`src/rtl/round_key_sequencer_if.sv`:
```
// Bus bundle between the AES-128 round-key sequencer, the key-expansion stage and the round datapath.
// The sequencer side uses modport master; the environment side uses modport slave.
interface round_key_sequencer_if #(
  parameter int KEY_W = 128
);
  // Key loading.
  logic [KEY_W-1:0] key_in;
  logic             key_load;
  logic             key_ready;
  logic             rk_restart;

  // Expansion-stage link.
  logic [KEY_W-1:0] exp_key_out;
  logic [3:0]       exp_count;
  logic             exp_first_round;
  logic [KEY_W-1:0] exp_key_in;

  // Handshake: a round key transfers on every rising edge where rk_valid && rk_ready.
  // While rk_valid is high and rk_ready is low, rk_out and rk_round are held stable.
  // rk_valid never drops without a transfer, except on reset.
  logic [KEY_W-1:0] rk_out;
  logic [3:0]       rk_round;
  logic             rk_valid;
  logic             rk_ready;
  logic             seq_done;

  modport master (
    input  key_in, key_load, rk_restart, exp_key_in, rk_ready,
    output key_ready, exp_key_out, exp_count, exp_first_round,
           rk_out, rk_round, rk_valid, seq_done
  );

  modport slave (
    output key_in, key_load, rk_restart, exp_key_in, rk_ready,
    input  key_ready, exp_key_out, exp_count, exp_first_round,
           rk_out, rk_round, rk_valid, seq_done
  );
endinterface

```
`src/rtl/round_key_sequencer.sv`:
```
// Sequences AES-128 round keys 0..10 through the key-expansion stage and presents them over valid/ready.
// Optional macro ROUND_KEY_CACHE_EN adds an 11-entry round-key cache so that a restart replays at one key per cycle.
module round_key_sequencer #(
  parameter int NUM_ROUNDS = 10,
  parameter int KEY_W      = 128
) (
  input  logic                         clk,
  input  logic                         reset_n,
  round_key_sequencer_if.master        bus,
  output logic [2:0]                   state_dbg
);

  typedef enum logic [2:0] {
    ST_IDLE   = 3'd0,
    ST_VALID  = 3'd1,
    ST_GEN    = 3'd2,
    ST_CAP    = 3'd3,
    ST_DONE   = 3'd4,
    ST_REPLAY = 3'd5
  } state_e;

  localparam logic [3:0] LAST_ROUND = 4'(NUM_ROUNDS);

  state_e           state_q, state_d;
  logic [KEY_W-1:0] cipher_key_q, cipher_key_d;
  logic [KEY_W-1:0] cur_key_q, cur_key_d;
  logic [KEY_W-1:0] rk_out_q, rk_out_d;
  logic [3:0]       rk_round_q, rk_round_d;
  logic             rk_valid_q, rk_valid_d;
  logic             seq_done_q, seq_done_d;
  logic             handshake;

`ifdef ROUND_KEY_CACHE_EN
  logic [KEY_W-1:0] cache_q [0:NUM_ROUNDS];
  logic             cache_we;
  logic [3:0]       cache_waddr;
  logic [KEY_W-1:0] cache_wdata;
`endif

  assign handshake = rk_valid_q && bus.rk_ready;

  always_ff @(posedge clk) begin
    if (!reset_n) begin
      state_q      <= ST_IDLE;
      cipher_key_q <= '0;
      cur_key_q    <= '0;
      rk_out_q     <= '0;
      rk_round_q   <= '0;
      rk_valid_q   <= 1'b0;
      seq_done_q   <= 1'b0;
    end else begin
      state_q      <= state_d;
      cipher_key_q <= cipher_key_d;
      cur_key_q    <= cur_key_d;
      rk_out_q     <= rk_out_d;
      rk_round_q   <= rk_round_d;
      rk_valid_q   <= rk_valid_d;
      seq_done_q   <= seq_done_d;
    end
  end

`ifdef ROUND_KEY_CACHE_EN
  // Storage only; DONE is reachable solely after all entries of the current key were written.
  always_ff @(posedge clk) begin
    if (cache_we) begin
      cache_q[cache_waddr] <= cache_wdata;
    end
  end
`endif

  always_comb begin
    state_d      = state_q;
    cipher_key_d = cipher_key_q;
    cur_key_d    = cur_key_q;
    rk_out_d     = rk_out_q;
    rk_round_d   = rk_round_q;
    rk_valid_d   = rk_valid_q;
    seq_done_d   = 1'b0;
`ifdef ROUND_KEY_CACHE_EN
    cache_we     = 1'b0;
    cache_waddr  = '0;
    cache_wdata  = '0;
`endif

    unique case (state_q)
      ST_IDLE, ST_DONE: begin
        if (bus.key_load) begin
          cipher_key_d = bus.key_in;
          cur_key_d    = bus.key_in;
          rk_out_d     = bus.key_in;
          rk_round_d   = '0;
          rk_valid_d   = 1'b1;
          state_d      = ST_VALID;
`ifdef ROUND_KEY_CACHE_EN
          cache_we     = 1'b1;
          cache_waddr  = '0;
          cache_wdata  = bus.key_in;
`endif
        end else if (bus.rk_restart && (state_q == ST_DONE)) begin
          cur_key_d  = cipher_key_q;
          rk_round_d = '0;
          rk_valid_d = 1'b1;
`ifdef ROUND_KEY_CACHE_EN
          rk_out_d   = cache_q[0];
          state_d    = ST_REPLAY;
`else
          rk_out_d   = cipher_key_q;
          state_d    = ST_VALID;
`endif
        end
      end

      ST_VALID: begin
        if (handshake) begin
          rk_valid_d = 1'b0;
          if (rk_round_q == LAST_ROUND) begin
            seq_done_d = 1'b1;
            state_d    = ST_DONE;
          end else begin
            rk_round_d = rk_round_q + 4'd1;
            state_d    = ST_GEN;
          end
        end
      end

      // The expansion stage registers its g-function this cycle from the stable cur_key/exp_count.
      ST_GEN: begin
        state_d = ST_CAP;
      end

      ST_CAP: begin
        cur_key_d  = bus.exp_key_in;
        rk_out_d   = bus.exp_key_in;
        rk_valid_d = 1'b1;
        state_d    = ST_VALID;
`ifdef ROUND_KEY_CACHE_EN
        cache_we    = 1'b1;
        cache_waddr = rk_round_q;
        cache_wdata = bus.exp_key_in;
`endif
      end

`ifdef ROUND_KEY_CACHE_EN
      ST_REPLAY: begin
        if (handshake) begin
          if (rk_round_q == LAST_ROUND) begin
            rk_valid_d = 1'b0;
            seq_done_d = 1'b1;
            state_d    = ST_DONE;
          end else begin
            rk_round_d = rk_round_q + 4'd1;
            rk_out_d   = cache_q[rk_round_q + 4'd1];
          end
        end
      end
`endif

      default: begin
        state_d = ST_IDLE;
      end
    endcase
  end

  assign bus.key_ready       = (state_q == ST_IDLE) || (state_q == ST_DONE);
  assign bus.exp_key_out     = cur_key_q;
  assign bus.exp_count       = rk_round_q - 4'd1;
  assign bus.exp_first_round = (state_q == ST_IDLE);
  assign bus.rk_out          = rk_out_q;
  assign bus.rk_round        = rk_round_q;
  assign bus.rk_valid        = rk_valid_q;
  assign bus.seq_done        = seq_done_q;
  assign state_dbg           = state_q;

endmodule

```
`src/flat_wrapper.sv`:
```
// flat-port wrapper written by rule: the top's interface ports become plain ports
module round_key_sequencer_flat 
#(
  parameter int NUM_ROUNDS = 10,
  parameter int KEY_W      = 128
)
  (clk, reset_n, state_dbg, bus_key_in, bus_key_load, bus_rk_restart, bus_exp_key_in, bus_rk_ready, bus_key_ready, bus_exp_key_out, bus_exp_count, bus_exp_first_round, bus_rk_out, bus_rk_round, bus_rk_valid, bus_seq_done);
  round_key_sequencer_if #(.KEY_W(KEY_W)) bus_i ();
  input  logic clk;
  input  logic reset_n;
  output logic [2:0] state_dbg;
  input wire logic [$bits(bus_i.key_in)-1:0] bus_key_in;
  input wire logic [$bits(bus_i.key_load)-1:0] bus_key_load;
  input wire logic [$bits(bus_i.rk_restart)-1:0] bus_rk_restart;
  input wire logic [$bits(bus_i.exp_key_in)-1:0] bus_exp_key_in;
  input wire logic [$bits(bus_i.rk_ready)-1:0] bus_rk_ready;
  output wire logic [$bits(bus_i.key_ready)-1:0] bus_key_ready;
  output wire logic [$bits(bus_i.exp_key_out)-1:0] bus_exp_key_out;
  output wire logic [$bits(bus_i.exp_count)-1:0] bus_exp_count;
  output wire logic [$bits(bus_i.exp_first_round)-1:0] bus_exp_first_round;
  output wire logic [$bits(bus_i.rk_out)-1:0] bus_rk_out;
  output wire logic [$bits(bus_i.rk_round)-1:0] bus_rk_round;
  output wire logic [$bits(bus_i.rk_valid)-1:0] bus_rk_valid;
  output wire logic [$bits(bus_i.seq_done)-1:0] bus_seq_done;
  assign bus_i.key_in = bus_key_in;
  assign bus_i.key_load = bus_key_load;
  assign bus_i.rk_restart = bus_rk_restart;
  assign bus_i.exp_key_in = bus_exp_key_in;
  assign bus_i.rk_ready = bus_rk_ready;
  assign bus_key_ready = bus_i.key_ready;
  assign bus_exp_key_out = bus_i.exp_key_out;
  assign bus_exp_count = bus_i.exp_count;
  assign bus_exp_first_round = bus_i.exp_first_round;
  assign bus_rk_out = bus_i.rk_out;
  assign bus_rk_round = bus_i.rk_round;
  assign bus_rk_valid = bus_i.rk_valid;
  assign bus_seq_done = bus_i.seq_done;
  round_key_sequencer #(.NUM_ROUNDS(NUM_ROUNDS), .KEY_W(KEY_W)) u_core (.clk(clk), .reset_n(reset_n), .bus(bus_i), .state_dbg(state_dbg));
endmodule
```
`config.mk`:
```
export PLATFORM = sky130hd
export DESIGN_NAME = round_key_sequencer_flat
export DESIGN_NICKNAME = d
export VERILOG_FILES = /design/src/rtl/round_key_sequencer_if.sv /design/src/rtl/round_key_sequencer.sv /design/src/flat_wrapper.sv
export SDC_FILE = /design/constraint.sdc
export NUM_CORES = 1
export LEC_CHECK = 0
export CAP_MARGIN = 20
export CORE_AREA = 5 5 205 207
export DETAILED_ROUTE_END_ITERATION = 10
export DIE_AREA = 0 0 210 212
export GPL_ROUTABILITY_DRIVEN = 0
export PLACE_DENSITY = 0.63
export SYNTH_ARGS = -nofsm -noshare
export SYNTH_HDL_FRONTEND = slang
export SYNTH_SLANG_ARGS = --single-unit
```
`constraint.sdc`:
```
create_clock -name clk -period 1.7 [get_ports clk]
set_clock_uncertainty 0.1 [all_clocks]
set_input_delay 0.34 -clock clk [delete_from_list [all_inputs] [get_ports clk]]
set_output_delay 0.34 -clock clk [all_outputs]
set_load 0.005 [all_outputs]
```
* Word-level counts from Yosys, hierarchy flattened
Index checks and enable logic that the tools add are counted.
** Storage, ports and cells
- Input bits :: 261
- Word-level logic and storage cells :: 48
- Flip-flop bits (word level) :: 265
- Output and inout port bits :: 271
** Operators by class
- $add $sub $neg :: 2
- Equality and inequality tests :: 8
- Mux-type cells :: 18
- Reductions and logical operators :: 14
** Operators with widths (count)
- 128-bit two-way mux :: 2
- 128-bit case mux with 2 select lines :: 1
- 4-bit two-way mux :: 4
- 3-bit two-way mux :: 4
- 3-bit case mux with 4 select lines :: 1
- 4-bit case mux with 2 select lines :: 1
- 3-bit by 2-bit equality test with 1-bit output, second input constant :: 2
- 2-bit AND reduction :: 3
- 3-bit AND reduction :: 2
- 4-bit by 1-bit adder with 4-bit output, second input constant :: 1
- 4-bit equality test, second input constant :: 1
- 1-bit two-way mux :: 4
- 4-bit AND reduction :: 1
- 2-bit nonzero test :: 2
- 4-bit by 1-bit subtractor with 4-bit output, second input constant :: 1
- 3-bit by 1-bit equality test with 1-bit output, second input constant :: 1
- 3-bit equality test, second input constant :: 1
- 3-bit zero test :: 1
- 3-bit by 2-bit != test with 1-bit output, second input constant :: 1
- 1-bit case mux with 3 select lines :: 1
- 3-bit nonzero test :: 1
- 1-bit logical AND :: 2
- 2-bit by 1-bit != test with 1-bit output, second input constant :: 1
- 2-bit != test, second input constant :: 1
- 2 further kinds :: 2

* Logic depth before layout (Yosys ltp)
Gate-level depths: netlist of the first run.
- Word-level depth :: 5
- Gate-level depth with buffers :: 7

* Least setup slack after synthesis of the first run
No wires, ideal clock.
- Path type :: flip-flop to flip-flop
- Start :: register u_core.rk_round_q[0], in the netlist u_core.bus.rk_round[0]
- End :: register u_core.rk_round_q[1], in the netlist u_core.bus.rk_round[1]
- Cell stages (with the launch flop) :: 7
- Arrival time :: 1526 ps
- Required time :: 1528 ps
- Path slack :: 2 ps
- Library setup time :: 72 ps
- Buffers on the path :: 0
- Path through :: dfxtp_1 -> inv_1 -> ha_1 -> and3b_1 -> o32a_1 -> nor2_1 -> mux2i_1
** Between the ends
- Cells in the longest elaborated chain, start to end :: 4
- Elaborated cells between the ends (all ways) :: 7
- Those cells by class :: add/sub (1); eq/ne (2); mux (3); reduce/logical (1)
** Ends and longest elaborated chain
- from (decl) :: line round_key_sequencer.sv:28 : logic [3:0] rk_round_q, rk_round_d;
- from (signal assigned) :: line round_key_sequencer.sv:56 : rk_round_q <= rk_round_d;
- 4-bit by 1-bit adder with 4-bit output :: line round_key_sequencer.sv:120 : rk_round_d = rk_round_q + 4'd1;
- 4-bit two-way mux :: line round_key_sequencer.sv:116 : if (rk_round_q == LAST_ROUND) begin
- 4-bit two-way mux :: line round_key_sequencer.sv:114 : if (handshake) begin
- 4-bit case mux with 2 select lines :: line round_key_sequencer.sv:85 : unique case (state_q)
Several ways; a longest one is shown, not always the timed one. The select of a mux whose other input is x is not followed.
A chain may end at the register's enable or synchronous reset.

* Worst setup path in the final report of the first run
- Start :: register u_core.rk_round_q[1], in the netlist u_core.bus.rk_round[1]
- End :: output bus_exp_count[3]
** Between the ends
- Cells in the longest elaborated chain, start to end :: 1
** Ends and longest elaborated chain
- 4-bit by 1-bit subtractor with 4-bit output :: line round_key_sequencer.sv:166 : assign bus.exp_count = rk_round_q - 4'd1;
- to (decl) :: line flat_wrapper.sv:19 : output wire logic [$bits(bus_i.exp_count)-1:0] bus_exp_count;
Every way passes these cells.

==> flow_metrics.py, run 1 <==
metrics = {
    "sta": {
        "setup-violations-final": 89,
        "worst_tran_pin_value_ns": 0.3440,
        "final.period_utilization_pct": 108.9,
        "timing.final.hold_violations": 0,
        "fmaxAchievable_ghz": 0.5404,
        "rsz0062_at_grt": "yes",
        "max-slew-margin-rel_pct": 76.41,
        "final-max-slew-violation-count": 0,
        "timing.final.ws_setup_ns": -0.1506,
        "layout_min_cycle_time_ns": 1.851,
    },
    "grt": {
        "grt_antenna_before_repair": 3,
        "grt_overflow_total": 0,
        "maximum_number_of_pins_on_one_net_before_global_route_repair": 70,
        "grt_use_total_pct": 19.95,
        "grt_pass1_vias": 12440,
        "wire_length_of_the_first_global_routing_pass_um": 71890,
    },
    "power_and_ir_drop": {
        "power-per-cell-area_mw_per_mm2": 847.4,
        "power.share.combinational_pct": 22.8,
        "max-vdd-ir-drop_mv": 0.7324,
        "switchingPower_mw": 5.059,
        "cellInternalPower_mw": 13.27,
        "p_leak_nw": 10.01,
        "p_sw_share_pct": 27.60,
        "seq_power_share_pct": 38.0,
        "clkPwrFrac_pct": 39.2,
    },
    "yosys": {
        "synth.ff_latch_count": 265,
        "mean_instance_size_in_the_synthesized_netlist_um2": 7.986,
        "postSynthNetCount": 1869,
        "synth-edff-count": 0,
        "dominantRegCellSynth": "sky130_fd_sc_hd__dfxtp_1",
        "fraction_of_registers_with_async_set_or_reset_after_synthesis_pct": 0,
        "synthDistinctLibCells": 34,
        "yosysSeqAreaShare_pct": 41.39,
        "count_of_synthesis_stage_warnings_from_yosys": 0,
        "area_of_the_mapped_netlist_mm2": 0.01282,
        "synthCells": 1605,
    },
    "worst_setup_path": {
        "worst_setup_path_end_kind": "output pin",
        "crit_fanout": 4,
        "worstPathCellList": "nor3_4 -> xor2_1 -> buf_4",
        "path_delay_family": "flip-flops",
        "worstSetupStartpointType": "flop",
        "worst_path_max_delay_cell": "sky130_fd_sc_hd__dfxtp_4",
        "worstSetupPathType": "reg -> out",
        "worst_path_required_time_ns": 1.26,
        "critPathBufInv": 1,
        "critPathArrivalTime_ns": 1.41,
        "cpPeakStageDelay_ns": 0.36,
    },
    "place": {
        "number_of_cells_after_detailed_placement": 2491,
        "port_buffers": 531,
        "placedInstanceArea_mm2": 0.01809,
        "detailedPlacementHpwl_um": 32530,
    },
    "floorplanning": {
        "num_rows": 74,
        "coreArea_mm2": 0.04018,
        "io_pins": 532,
        "dieWidth_um": 210,
        "die_y_um": 212,
        "floorplan.die_area_mm2": 0.04452,
        "effective_utilization_at_floorplan_pct": 31.90,
    },
    "final_layout": {
        "synthToLayoutAreaGrowth_pct": 68.74,
        "final_cell_mix": "sky130_fd_sc_hd__nand2_1 (416), sky130_fd_sc_hd__clkdlybuf4s50_1 (259), sky130_fd_sc_hd__dlygate4sd2_1 (243), sky130_fd_sc_hd__a21oi_1 (160), sky130_fd_sc_hd__dfxtp_1 (148)",
        "final_cell_count_no_fill": 2633,
        "num-fill-cells": 3700,
        "final_common_cell": "sky130_fd_sc_hd__nand2_1",
        "drive_gt1_share_pct": 27.24,
        "postLayoutCellArea_mm2": 0.02163,
        "fin_nets": 2341,
    },
    "clock_network": {
        "clkSlewWorstSetupHoldPaths_ns": 0.06,
        "hold_fix_buffers_at_cts": 0,
        "cts-root-buf": "sky130_fd_sc_hd__clkbuf_16",
        "cts_htree_levels": 1,
        "cts_num_sinks": 265,
        "clk_latency_ns": 0.57,
        "tritoncts_clock_tree": "done",
        "clk_path_buf_depth": 3,
        "cts_inserted_buffers": 30,
    },
    "route": {
        "wl_met2_um": 27400,
        "routedLengthMet1_um": 22100,
        "vias": 13260,
        "met3_wirelength_um": 4432,
        "final_routed_wirelength_um": 55320,
        "wire_per_inst_um": 21.01,
        "drc": 0,
        "detail_route.vias_per_cell": 5.034,
        "ant_nets": 0,
        "dr.first_iter.drc_count": 692,
        "top_layer_used": "met5",
        "drtPass1Iterations": 6,
    },
    "min_path": {
        "hp-class": "in -> reg",
    },
    "job": {
        "max_cap_viol_count": 0,
    },
    "outcome": {
        "failed_checks": "negative setup slack",
        "run_status": "finished with violations",
    },
}
[power by group through the flow]
stage,Clock [mW],Sequential (mW),Combinational [mW]
after floorplan,0,6.98,1.72
after global placement,0,7.02,3.38
after detailed placement,0,7.04,3.42
after CTS,7.25,6.91,3.47
after global routing,7.55,7.01,4.46
final,7.18,6.96,4.18
[synth_stat cells, types with 4 or more instances]
cell / count / area (µm²)
sky130_fd_sc_hd__clkbuf_1: 39 / 146.4
sky130_fd_sc_hd__inv_1: 6 / 22.52
sky130_fd_sc_hd__buf_6: 11 / 123.9
sky130_fd_sc_hd__buf_4: 145 / 1089
sky130_fd_sc_hd__mux2i_1: 129 / 1291
sky130_fd_sc_hd__dfxtp_1: 265 / 5305
sky130_fd_sc_hd__o211ai_1: 128 / 960.9
sky130_fd_sc_hd__a21oi_1: 259 / 1296
sky130_fd_sc_hd__nor2_1: 8 / 30.03
sky130_fd_sc_hd__nand3_1: 4 / 20.02
sky130_fd_sc_hd__buf_2: 62 / 310.3
sky130_fd_sc_hd__nand2_1: 515 / 1933
[layout make-up]
type	count	area (µm²)	area share (%)
diodes	1	2.502	0.01157
multi-input cells	1075	6803	31.45
clock buffers	45	868.3	4.015
flip-flops and latches	265	5489	25.38
repair buffers	699	7559	34.95
clock inverters	10	206.4	0.9545
well taps	532	665.6	3.078
inverters	6	35.03	0.1620
[sequential cells by signal, summed over array words and instances, names as in the netlist]
name / flops
u_core.bus.exp_key_out: 128
u_core.bus.rk_round: 4
u_core.bus.rk_valid: 1
u_core.bus.seq_done: 1
u_core.cipher_key_q: 128
u_core.state_dbg: 3
[per-layer routing]
layer  GRT usage (%)  vias to the layer above
met3           5.489                       91
met2           35.21                      517
li1                -                     6269
met1           24.28                     6376
met4           4.793                        2
met5               0                        -
[cell families after synthesis]
group / count (synthesis) / share of synthesized area (%)
AOI/OAI and AO/OA: 399 / 18.48
xor gates and xnor gates: 2 / 0.1367
adders and majority gates: 3 / 0.2929
buffers and inverters: 265 / 13.29
DFF: 265 / 41.39
muxes: 129 / 10.07
and+or+nand+nor: 542 / 16.34
[what timing repair did]
action / 4_1_cts / 5_1_grt
endpoints found under the setup margin: 337 / 149
pin swaps: 40 / 159
setup buffers: 28 / 19
cloned: 8 / 37
gates resized for setup: 506 / 310
[path summary, 6_finish.rpt]
| path | startpoint | endpoint | slack (ns) | depth (start not counted) |
|---|---|---|---|---|
| max | u_core.bus.rk_round[1]$_SDFFE_PN0P_ | bus_exp_count[3] | -0.15 | 3 |
| min | bus_key_load | u_core.state_dbg[2]$_SDFFE_PN0P_ | 0.19 | 5 |
| max reg2reg | u_core.bus.rk_round[0]$_SDFFE_PN0P_ | u_core.bus.rk_round[0]$_SDFFE_PN0P_ | -0.07 | 8 |
| min reg2reg | u_core.cipher_key_q[9]$_SDFFE_PN0P_ | u_core.cipher_key_q[9]$_SDFFE_PN0P_ | 0.35 | 2 |
[through the flow]
step	hold WS [ns]	utilization, %	power, mW	setup slack (ns)	setup TNS [ns]
finish	0.1882	53.82	18.33	-0.1506	-2.901
global route	0.1788	53.82	19.03	-0.2418	-11.01
CTS	0.1571	48.89	17.64	-0.2102	-1.475
detailed placement	0.3456	45.03	10.45	-0.3552	-38.46
global placement	0.3406	45.03	10.40	-0.3153	-35.10
floorplan	0.3357	-	8.695	0.001914	0
[worst reg2reg max path, stage by stage (launching register included)]
cell                      delay [ns]
sky130_fd_sc_hd__dfxtp_4        0.38
sky130_fd_sc_hd__inv_4          0.05
sky130_fd_sc_hd__buf_6          0.12
sky130_fd_sc_hd__ha_4           0.14
sky130_fd_sc_hd__and3b_2        0.20
sky130_fd_sc_hd__o32a_1         0.34
sky130_fd_sc_hd__nor2_2         0.14
sky130_fd_sc_hd__buf_4          0.14
sky130_fd_sc_hd__o31ai_2        0.05
No activity file was read; power rests on OpenSTA's default activity.
==> run 2, diff against run 1 <==
Settings changed: RECOVER_POWER set to 100.
==> run 2 against run 1 <==
  * Combinational power barely moved
  * Register-to-register slack barely moved
  * Via count barely moved
  * Flip-flop and latch count did not move
  * Die area did not move
  * Largest power group unchanged
  * The flow still finishes with violations (negative setup slack)
  * Non-clock buffer count did not move
  * Critical path depth did not move
  * Sequential share of layout area fell by 0.20 points
  * Fmax barely moved
  * Count of clock-buffer cells in the layout did not move
  * Sequential power barely moved
  * Setup slack improved by 0.0011 ns
==> flow_metrics.py, run 2 (synthesis gave the netlist of run 1 again) <==
metrics = {
    "job": {
        "max_cap_viol_count": 0,
    },
    "sta": {
        "final-max-slew-violation-count": 0,
        "final.period_utilization_pct": 108.8,
        "setup-violations-final": 89,
        "rsz0062_at_grt": "yes",
        "max-slew-margin-rel_pct": 75.87,
        "timing.final.ws_setup_ns": -0.1496,
        "fmaxAchievable_ghz": 0.5407,
        "worst_tran_pin_value_ns": 0.3518,
        "layout_min_cycle_time_ns": 1.850,
        "setup_tns_ns": -2.966,
        "timing.final.hold_violations": 0,
    },
    "outcome": {
        "run_status": "finished with violations",
        "failed_checks": "negative setup slack",
    },
    "floorplanning": {
        "die_y_um": 212,
        "coreArea_mm2": 0.04018,
        "effective_utilization_at_floorplan_pct": 31.90,
        "floorplan.die_area_mm2": 0.04452,
        "num_rows": 74,
        "dieWidth_um": 210,
        "io_pins": 532,
    },
    "place": {
        "detailedPlacementHpwl_um": 32530,
        "number_of_cells_after_detailed_placement": 2491,
        "port_buffers": 531,
    },
    "grt": {
        "use_met1_pct": 24.28,
        "met3_usage_pct": 5.489,
        "grt_use_total_pct": 19.95,
        "grt_pass1_vias": 12440,
        "global_route.peak_usage_layer": "met2",
        "grt_overflow_total": 0,
        "grt_antenna_before_repair": 4,
        "maximum_number_of_pins_on_one_net_before_global_route_repair": 70,
        "wire_length_of_the_first_global_routing_pass_um": 71890,
        "globalRouteMet2Util_pct": 35.21,
    },
    "final_layout": {
        "drive_gt1_share_pct": 24.86,
        "final_cell_mix": "sky130_fd_sc_hd__nand2_1 (416), sky130_fd_sc_hd__clkdlybuf4s50_1 (259), sky130_fd_sc_hd__dlygate4sd2_1 (243), sky130_fd_sc_hd__dfxtp_1 (193), sky130_fd_sc_hd__a21oi_1 (160)",
        "finalCoreUtilization_pct": 53.49,
        "final_common_cell": "sky130_fd_sc_hd__nand2_1",
        "num-fill-cells": 3748,
        "synthToLayoutAreaGrowth_pct": 67.71,
        "final_cell_count_no_fill": 2633,
        "fin_nets": 2341,
    },
    "route": {
        "detail_route.vias_per_cell": 5.038,
        "vias": 13270,
        "wire_per_inst_um": 21.04,
        "drc": 0,
        "ant_nets": 0,
        "drtPass1Iterations": 5,
        "final_routed_wirelength_um": 55400,
        "dr.first_iter.drc_count": 699,
    },
    "worst_setup_path": {
        "worst_setup_path_end_kind": "output pin",
        "worstSetupStartpointType": "flop",
        "worst_path_required_time_ns": 1.26,
        "reg_to_reg_critical_path_endpoint": "u_core.bus.exp_key_out[0]$_SDFFE_PN0P_",
        "critPathArrivalTime_ns": 1.41,
        "critical_path.reg2reg.startpoint": "u_core.state_dbg[2]$_SDFFE_PN0P_",
        "crit_fanout": 4,
        "worstSetupPathType": "reg -> out",
        "r2r_setup_slack_ns": -0.07,
        "worstRegToRegCells": 9,
    },
    "clock_network": {
        "cts-root-buf": "sky130_fd_sc_hd__clkbuf_16",
        "cts_inserted_buffers": 30,
        "cts_htree_levels": 1,
        "clk_latency_ns": 0.57,
        "tritoncts_clock_tree": "done",
        "clkSlewWorstSetupHoldPaths_ns": 0.06,
        "hold_fix_buffers_at_cts": 0,
        "clk_path_buf_depth": 3,
        "cts_num_sinks": 265,
    },
    "power_and_ir_drop": {
        "design_power_total_mw": 18.30,
        "switchingPower_mw": 5.060,
        "max-vdd-ir-drop_mv": 0.7303,
        "clkPwrFrac_pct": 39.2,
        "cellInternalPower_mw": 13.24,
        "p_leak_nw": 9.963,
        "power-per-cell-area_mw_per_mm2": 851.4,
        "seq_power_share_pct": 38.0,
        "p_sw_share_pct": 27.65,
        "power.share.combinational_pct": 22.8,
    },
    "min_path": {
        "hp-class": "in -> reg",
        "origin_of_the_worst_min_delay_path": "bus_key_load",
        "hold-path-endpoint": "u_core.state_dbg[2]$_SDFFE_PN0P_",
        "holdPathStages": 5,
    },
}
-- run 2: cell types whose count changed in the layout (fill, tap and decap cells not counted), sizes merged --
cell / delta
buf: -8
clkbuf: +8
-- run 2: power by group through the flow --
stage                     Clock (mW)  Sequential [mW]  Combinational, mW
after CTS                       7.25             6.91               3.47
after global placement             0             7.02               3.38
after detailed placement           0             7.04               3.42
after floorplan                    0             6.98               1.72
after global routing            7.55             7.01               4.44
final                           7.18             6.96               4.16
-- run 2: stage by stage --
stage / hold WS, ns / setup WS, ns / area (µm²)
3_5_place_dp: 0.3456 / -0.3552 / 18090
4_1_cts: 0.1571 / -0.2102 / 19650
2_1_floorplan: 0.3357 / 0.001914 / 12820
3_3_place_gp: 0.3406 / -0.3153 / 18090
5_1_grt: 0.1951 / -0.2418 / 21500
6_report: 0.2045 / -0.1496 / 21500
-- run 2: cell type report --
| class | count | area (µm²) | area share (%) |
|---|---|---|---|
| inverter | 6 | 35.03 | 0.1630 |
| multi-input combinational | 1075 | 6793 | 31.60 |
| tap | 532 | 665.6 | 3.097 |
| antenna | 1 | 2.502 | 0.01164 |
| clock inverter | 10 | 206.4 | 0.9604 |
| clock buffer | 45 | 868.3 | 4.040 |
| sequential | 265 | 5413 | 25.18 |
| timing repair buffer | 699 | 7512 | 34.95 |
-- run 2: critical path: stages (launching register included) --
cell                      delay (ns)
sky130_fd_sc_hd__dfxtp_4        0.36
sky130_fd_sc_hd__nor3_4         0.17
sky130_fd_sc_hd__xor2_1         0.17
sky130_fd_sc_hd__buf_4          0.15
-- run 2: layer usage --
layer  part of all wire, %  vias up  wire length, µm
li1                      -     6267                -
met1                    41     6378            22490
met2                    49      521            27340
met3                   7.5       96             4138
met4                   2.5        4             1404
met5                 0.049        -               27
-- run 2: worst max-delay path by stage --
stage                                        start                                        to  slack, ns
3_5_place_dp                        bus_rk_restart   u_core.bus.exp_key_out[21]$_SDFFE_PN0P_      -0.36
2_1_floorplan  u_core.bus.rk_round[0]$_SDFFE_PN0P_       u_core.bus.rk_round[1]$_SDFFE_PN0P_      0.002
3_3_place_gp                        bus_rk_restart  u_core.bus.exp_key_out[126]$_SDFFE_PN0P_      -0.32
5_1_grt        u_core.bus.rk_round[1]$_SDFFE_PN0P_                          bus_exp_count[3]      -0.24
6_report       u_core.bus.rk_round[1]$_SDFFE_PN0P_                          bus_exp_count[3]      -0.15
4_1_cts        u_core.bus.rk_round[0]$_SDFFE_PN0P_                          bus_exp_count[3]      -0.21
-- run 2: what timing repair did --
action,4_1_cts,5_1_grt
setup endpoints to repair,337,149
gates resized for setup,506,310
cloned,8,37
setup buffers,28,19
pin swaps,40,159
